`src/rtl/ulvds_rx_deser.sv`:
```
// ULVDS receive deserializer: double-flops the I/IB pair, hunts for the framing
// word, then shifts out fixed-width words MSB first into a one-deep output buffer.
//
// state  | meaning
// -------+-----------------------------------------------------------
// S_IDLE | line undriven or receiver disabled; waiting for a valid bit
// S_HUNT | shifting valid bits, looking for SYNC on a bit boundary
// S_DATA | word-aligned; every WIDTH valid bits form one output word
module ulvds_rx_deser #(
    parameter int               WIDTH    = 8,
    parameter logic [WIDTH-1:0] SYNC     = WIDTH'(8'hA5),
    parameter int               IDLE_CYC = 4
) (
    input  logic             C,
    input  logic             RB,
    input  logic             I,
    input  logic             IB,
    input  logic             EN,
    input  logic             DR,
    output logic [WIDTH-1:0] DO,
    output logic             DV,
    output logic             LOCK,
    output logic             IDLE,
    output logic             ERR
);

    localparam int VCW = $clog2(WIDTH + 1);
    localparam int BCW = $clog2(WIDTH);
    localparam int ICW = $clog2(IDLE_CYC + 1);

    localparam logic [VCW-1:0] V_FULL = VCW'(WIDTH);
    localparam logic [BCW-1:0] B_LAST = BCW'(WIDTH - 1);
    localparam logic [ICW-1:0] I_SAT  = ICW'(IDLE_CYC);

    typedef enum logic [1:0] {
        S_IDLE = 2'd0,
        S_HUNT = 2'd1,
        S_DATA = 2'd2
    } state_t;

    state_t           state, state_nxt;
    logic             s1_i, s1_ib, s2_i, s2_ib;
    logic [WIDTH-1:0] sr, sr_nxt, sr_shift;
    logic [VCW-1:0]   vcnt, vcnt_nxt, vcnt_inc;
    logic [BCW-1:0]   bcnt, bcnt_nxt;
    logic [ICW-1:0]   inv_cnt, inv_nxt;
    logic [WIDTH-1:0] do_q, do_nxt;
    logic             dv_q, dv_nxt;
    logic             err_q, err_nxt;
    logic             samp_valid;
    logic             push, frame_err, ovf;

    always_comb begin
        // An X/Z on either leg makes the XOR non-1, so it counts as undriven.
        samp_valid = ((s2_i ^ s2_ib) == 1'b1);
        sr_shift   = {sr[WIDTH-2:0], s2_i};
        vcnt_inc   = (vcnt == V_FULL) ? V_FULL : vcnt + 1'b1;
        if (samp_valid)
            inv_nxt = '0;
        else if (inv_cnt == I_SAT)
            inv_nxt = I_SAT;
        else
            inv_nxt = inv_cnt + 1'b1;

        state_nxt = state;
        sr_nxt    = sr;
        vcnt_nxt  = vcnt;
        bcnt_nxt  = bcnt;
        push      = 1'b0;
        frame_err = 1'b0;

        if (!EN) begin
            state_nxt = S_IDLE;
            sr_nxt    = '0;
            vcnt_nxt  = '0;
            bcnt_nxt  = '0;
        end else begin
            case (state)
                S_IDLE: begin
                    if (samp_valid) begin
                        sr_nxt    = sr_shift;
                        vcnt_nxt  = VCW'(1);
                        state_nxt = S_HUNT;
                    end
                end
                S_HUNT: begin
                    if (samp_valid) begin
                        sr_nxt   = sr_shift;
                        vcnt_nxt = vcnt_inc;
                        if (vcnt_inc == V_FULL && sr_shift == SYNC) begin
                            state_nxt = S_DATA;
                            bcnt_nxt  = '0;
                        end
                    end else begin
                        vcnt_nxt = '0;
                        if (inv_nxt == I_SAT)
                            state_nxt = S_IDLE;
                    end
                end
                S_DATA: begin
                    if (samp_valid) begin
                        sr_nxt = sr_shift;
                        if (bcnt == B_LAST) begin
                            push     = 1'b1;
                            bcnt_nxt = '0;
                        end else begin
                            bcnt_nxt = bcnt + 1'b1;
                        end
                    end else begin
                        state_nxt = S_HUNT;
                        frame_err = 1'b1;
                        sr_nxt    = '0;
                        vcnt_nxt  = '0;
                        bcnt_nxt  = '0;
                    end
                end
                default: begin
                    state_nxt = S_IDLE;
                    sr_nxt    = '0;
                    vcnt_nxt  = '0;
                    bcnt_nxt  = '0;
                end
            endcase
        end

        // A full buffer being drained on this edge can take the new word directly.
        do_nxt = do_q;
        dv_nxt = dv_q;
        ovf    = 1'b0;
        if (push) begin
            if (!dv_q || DR) begin
                do_nxt = sr_shift;
                dv_nxt = 1'b1;
            end else begin
                ovf = 1'b1;
            end
        end else if (dv_q && DR) begin
            dv_nxt = 1'b0;
        end

        err_nxt = EN ? (err_q | frame_err | ovf) : 1'b0;
    end

    always_ff @(posedge C) begin
        if (!RB) begin
            s1_i    <= 1'b0;
            s1_ib   <= 1'b0;
            s2_i    <= 1'b0;
            s2_ib   <= 1'b0;
            state   <= S_IDLE;
            sr      <= '0;
            vcnt    <= '0;
            bcnt    <= '0;
            inv_cnt <= '0;
            do_q    <= '0;
            dv_q    <= 1'b0;
            err_q   <= 1'b0;
        end else begin
            s1_i    <= I;
            s1_ib   <= IB;
            s2_i    <= s1_i;
            s2_ib   <= s1_ib;
            state   <= state_nxt;
            sr      <= sr_nxt;
            vcnt    <= vcnt_nxt;
            bcnt    <= bcnt_nxt;
            inv_cnt <= inv_nxt;
            do_q    <= do_nxt;
            dv_q    <= dv_nxt;
            err_q   <= err_nxt;
        end
    end

    assign DO   = do_q;
    assign DV   = dv_q;
    assign LOCK = (state == S_DATA);
    assign IDLE = (state == S_IDLE);
    assign ERR  = err_q;

endmodule

```
`config.mk`:
```
export PLATFORM = sky130hd
export DESIGN_NAME = ulvds_rx_deser
export DESIGN_NICKNAME = d
export VERILOG_FILES = /design/src/rtl/ulvds_rx_deser.sv
export SDC_FILE = /design/constraint.sdc
export NUM_CORES = 1
export LEC_CHECK = 0
export ABC_AREA = 1
export CAP_MARGIN = 10
export CORE_UTILIZATION = 45
export DETAILED_ROUTE_END_ITERATION = 8
export HOLD_SLACK_MARGIN = 0.08
export PLACE_DENSITY = 0.69
export SKIP_LAST_GASP = 1
export SYNTH_ARGS = -nofsm -noshare
export SYNTH_HDL_FRONTEND = slang
export SYNTH_SLANG_ARGS = --single-unit
```
`constraint.sdc`:
```
create_clock -name C -period 3.8 [get_ports C]
set_clock_uncertainty 0.2 [all_clocks]
set_input_delay 0.57 -clock C [delete_from_list [all_inputs] [get_ports C]]
set_output_delay 0.57 -clock C [all_outputs]
set_load 0.005 [all_outputs]
```
==> results.cfg, run 1 <==
[logic_synthesis]
ys_types = 23
synth_top_area_share = 0.426
synth_top_cell_by_area = dfxtp_1
syn-cell-area_um2 = 1550
avgSynthCellArea_um2 = 7.25
synthTopCellsByArea = dfxtp_1 (43%), nand2_1 (14%), nand3_1 (8.1%), a21oi_1 (7.4%), inv_1 (6.3%)
yosys_warnings = 0
synthesis.nets = 227
seq_area_frac_synth = 0.426
synth_cells = 214
synth_seq_cells = 33

[finish]
nNetsFinal = 248
drive_above_1_share = 0.0809
seqCellArea_um2 = 661
n_fill_cell = 329
final_common_cell = nand2_1
multi_input_area_um2 = 763
areaGrowthSynthToFinish_pct = 18.2
final_cell_mix = nand2_1 (57), dfxtp_1 (33), inv_1 (26)
antenna_cells = 0

[timing]
max_freq_ghz = 0.426
slew_viol_final = 0
finalHoldViolations = 0
period_minus_slack_ns = 2.35
relSlewSlack = 0.700
setup_tns_ns = 0
setup_violations = 0
post-route-period-util = 0.617
worst_slew_pin_slew_ns = 0.449
rsz0062_at_grt = false

[setup_path]
crit_slowest_cell = clkdlybuf4s50_1
worstPathArrival_ns = 1.58
crit_type = reg2out
cp_top_family = buffers and inverters
cp_cell_sequence = inv_2 > nor2_4 > clkdlybuf4s50_1
worstSetupEndpointType = output port
worst-path-buf-inv = 2
cp_max_fo = 10
required_ns = 3.03
cpPeakStageDelay_ns = 0.53
startpoint_type = flip-flop

[power]
p_int_mw = 0.511
clkPwrFrac = 0.371
leakage_nw = 0.772
p_sw_frac = 0.240
p_per_area_nw_per_um2 = 366
seq_power_share = 0.535
total_power_mw = 0.672
ir_drop_mv = 0.177
p_switching_mw = 0.161
p_comb_frac = 0.094

[run_status]
status = finished, final reports clean

[route]
initialDrtViolationCount = 69
drt.antenna.violating_nets = 0
top_layer_used = met4
post-route-drc-count = 0
vias = 1391
wl_met3_um = 123
drt_wl_total_um = 2910
first_pass_iters = 4
wl_met1_um = 1400
vias_per_cell = 4.99
met2_length_um = 1340
wl_per_cell_um = 10.4

[cts]
root_buffer = clkbuf_4
h-tree-depth = 2
cts_resized = 0
cts.sinks = 33
hold_buffers = 0
clkLatencyLatePin_ns = 0.33
cts_made_buffers = 5
post_cts_buffers = 0
path_clk_slew_ns = 0.10
cts_tree = built
clock_path_buffers = 2

[placed_design]
dp_hpwl_um = 2180
gp_congestion = 0.765
port_buffers = 17

[global_route]
grt_pass1_vias = 1198
grt_pass1_wl_um = 4970
grt.total_usage = 0.183
grt_overflow = 0
grt_antenna_before_repair = 0
grt_max_degree = 14

[die]
design.core.area_um2 = 3150
fp.dieH_um = 60.7
dieArea_um2 = 3690
num_rows = 20
initial_utilization = 0.492
fp.dieW_um = 60.7
pin_count = 18

[run]
timing.max_cap.violations = 0

[min_path]
hp-class = reg2reg
## final cells by class
cell class,count,area share
multi-input cells,148,0.416
flip-flops and latches,33,0.360
repair buffers,17,0.0928
inverters,30,0.0614
well taps,44,0.0300
clock buffers,5,0.0205
clock inverters,2,0.0191
## flip-flops by register name, indices dropped and copies added, names as in the netlist
register / flops
DV: 1
vcnt: 4
s2_i: 1
state: 2
bcnt: 3
inv_cnt: 3
s2_ib: 1
s1_ib: 1
ERR: 1
DO: 8
s1_i: 1
sr: 7
## kinds of logic after synthesis
family / Yosys count / synth area share
and+or+nand+nor: 109 / 0.321
buffers and inverters: 33 / 0.0823
DFF: 33 / 0.426
AOI/OAI and AO/OA: 32 / 0.115
adders and majority gates: 7 / 0.0564
## worst paths after layout
| check | cells after the start | to | slack (ns) | start |
|---|---|---|---|---|
| min | 2 | s2_ib$_SDFF_PN0_ | 0.22 | s1_ib$_SDFF_PN0_ |
| max reg2reg | 8 | state[0]$_SDFFE_PN0P_ | 1.86 | s2_i$_SDFF_PN0_ |
| min reg2reg | 2 | s2_ib$_SDFF_PN0_ | 0.22 | s1_ib$_SDFF_PN0_ |
| max | 3 | LOCK | 1.45 | state[1]$_SDFFE_PN0P_ |
## routing by layer
metal  track usage  vias to the layer above
li1              -                      730
met1         0.244                      623
met2         0.278                       32
met3        0.0448                        6
met4        0.0877                        0
met5             0                        -
## through the flow
stage / worst slack [ns] / utilization / instances / hold slack (ns) / area [um2]
floorplan: 2.12 / - / 214 / 0.190 / 1550
global placement: 1.68 / 0.559 / 272 / 0.201 / 1760
detailed placement: 1.65 / 0.559 / 272 / 0.201 / 1760
CTS: 1.42 / 0.582 / 279 / 0.225 / 1830
global route: 1.35 / 0.582 / 279 / 0.224 / 1830
finish: 1.45 / 0.582 / 279 / 0.222 / 1830
## power by group through the flow
stage / logic (mW) / clock network [mW] / registers [mW]
finish: 0.0630 / 0.249 / 0.360
global route: 0.0723 / 0.270 / 0.361
CTS: 0.0634 / 0.256 / 0.360
detailed placement: 0.0631 / 0 / 0.368
global placement: 0.0621 / 0 / 0.368
floorplan: 0.0445 / 0 / 0.366
## cells in the mapped netlist
master and instances:
dfxtp_1 33, nor2_2 1, a21oi_1 23, a31oi_1 2
nor2_8 1, ha_1 7, a221oi_1 1, or2_1 1
nor2_1 17, o21ai_0 3, nand2_1 57, a21oi_2 3
buf_4 1, nor3_1 2, nor2_4 1, clkinv_1 1
nand2_4 2, clkbuf_1 2, inv_1 26, inv_2 3
nand4_1 1, nand3_1 25, nand4_2 1
## worst reg2reg max path, cell delays in order, from the launching register on
cell,delay (ns)
dfxtp_1,0.35
ha_1,0.49
o21ai_0,0.19
nor2_1,0.12
nand3_1,0.13
a21oi_2,0.18
nand3_1,0.09
nand2_1,0.07
inv_1,0.03
(Power assumes the default switching activity.)
==> run 2: changes to the inputs <==
- clock period: 3.8 -> 2.3 ns (I/O delays scaled with it)
==> run 2 against run 1 <==
- worst setup slack lost 1.3 ns
- clock power grew 67%
- cell count grew 0.36%
- global-route usage grew 1.9 points
- sequential power grew 65%
- combinational power grew 68%
- utilization grew 0.24 points
- via count shrank 0.36%
- hold slack gained 0.0019 ns
- critical path type unchanged
- largest cell class unchanged
- largest power group unchanged
- highest routed layer unchanged
==> results.cfg, run 2 (synthesis results as in run 1) <==
[run_status]
status = finished, final reports clean

[timing]
period_minus_slack_ns = 2.17
post-route-period-util = 0.945
slew_viol_final = 0
setup_violations = 0
rsz0062_at_grt = false
relSlewSlack = 0.740
setup_tns_ns = 0
finalHoldViolations = 0
max_freq_ghz = 0.460
worst_slew_pin_slew_ns = 0.389

[die]
fp.dieH_um = 60.7
initial_utilization = 0.492
fp.dieW_um = 60.7
dieArea_um2 = 3690
pin_count = 18
design.core.area_um2 = 3150
num_rows = 20

[global_route]
grt_antenna_before_repair = 0
grt_max_degree = 13
grt.total_usage = 0.202
grt_pass1_wl_um = 5330
grt_pass1_vias = 1258
grt_overflow = 0

[power]
p_per_area_nw_per_um2 = 606
p_sw_frac = 0.243
p_switching_mw = 0.272
p_int_mw = 0.845
clkPwrFrac = 0.373
ir_drop_mv = 0.602
total_power_mw = 1.12
seq_power_share = 0.533
p_comb_frac = 0.095
leakage_nw = 0.777

[setup_path]
crit_type = reg2out
cp_max_fo = 10
crit_slowest_cell = clkdlybuf4s50_1
worst-path-buf-inv = 2
worstSetupEndpointType = output port
r2r_slack_ns = 0.44
cp_cell_sequence = inv_2 > nor2_4 > clkdlybuf4s50_1
required_ns = 1.75
cp_top_family = buffers and inverters
cpPeakStageDelay_ns = 0.53
worstPathArrival_ns = 1.63
startpoint_type = flip-flop

[cts]
cts_resized = 0
cts_made_buffers = 5
clock_path_buffers = 2
cts_tree = built
hold_buffers = 0
h-tree-depth = 2
root_buffer = clkbuf_4
cts.sinks = 33
path_clk_slew_ns = 0.10
clkLatencyLatePin_ns = 0.34
post_cts_buffers = 0

[route]
first_pass_iters = 6
drt.antenna.violating_nets = 0
vias = 1386
vias_per_cell = 4.95
drt_wl_total_um = 3120
wl_per_cell_um = 11.2
post-route-drc-count = 0
initialDrtViolationCount = 78

[finish]
final_cell_mix = nand2_1 (57), dfxtp_1 (33), inv_1 (26)
nNetsFinal = 249
largest_register_ffs = 8
areaGrowthSynthToFinish_pct = 18.7
n_fill_cell = 326
drive_above_1_share = 0.0847
antenna_cells = 0
final_common_cell = nand2_1

[placed_design]
port_buffers = 17
gp_congestion = 0.817
dp_hpwl_um = 2270

[min_path]
hp-class = reg2reg

[run]
timing.max_cap.violations = 0
-- run 2: changes by cell type in the layout (fill, tap and decap cells not counted) --
| cell | previous run | this run |
|---|---|---|
| buf_4 | 0 | 1 |
-- run 2: cell type report --
cell class | count | area, um2 | area share
clock buffer | 5 | 37.5 | 0.0204
inverter | 30 | 113 | 0.0611
clock inverter | 2 | 35.0 | 0.0190
sequential | 33 | 661 | 0.359
multi-input combinational | 148 | 763 | 0.414
tap | 44 | 55.1 | 0.0299
timing repair buffer | 18 | 178 | 0.0965
-- run 2: power groups by stage --
stage	combinational (mW)	clock [mW]	sequential, mW
floorplan	0.0736	0	0.605
global placement	0.105	0	0.608
detailed placement	0.106	0	0.608
CTS	0.106	0.429	0.595
global route	0.121	0.453	0.597
finish	0.106	0.416	0.595
-- run 2: worst paths after layout --
check	cells after the start	from	endpoint
max	3	state[1]$_SDFFE_PN0P_	LOCK
min	2	s1_i$_SDFF_PN0_	s2_i$_SDFF_PN0_
max reg2reg	9	s2_i$_SDFF_PN0_	state[0]$_SDFFE_PN0P_
min reg2reg	2	s1_i$_SDFF_PN0_	s2_i$_SDFF_PN0_
-- run 2: worst reg2reg max path, cell delays in order (launching register included) --
cell	delay [ns]
dfxtp_1	0.34
ha_1	0.43
nor2_1	0.20
nor2_1	0.06
nand2_1	0.11
inv_1	0.11
a21oi_2	0.13
nand3_1	0.08
nand2_1	0.07
inv_1	0.03
-- run 2: through the flow --
step                      cell area (um2)  utilization  std cells  setup WS (ns)  hold slack (ns)
after global placement               1770        0.561        273          0.392            0.192
after floorplan                      1550            -        214          0.624            0.190
after detailed placement             1770        0.561        273          0.374            0.200
final                                1840        0.584        280          0.126            0.224
after global routing                 1840        0.584        280         0.0637            0.258
after CTS                            1840        0.584        280          0.117            0.231
-- run 2: per-layer routing --
layer	vias to the layer above	track usage	routed length, um	part of all wire
met5	-	0	0	0
met4	0	0.130	70	0.022
met3	8	0.0490	93	0.030
met2	20	0.314	1400	0.45
met1	625	0.251	1560	0.50
li1	733	-	-	-
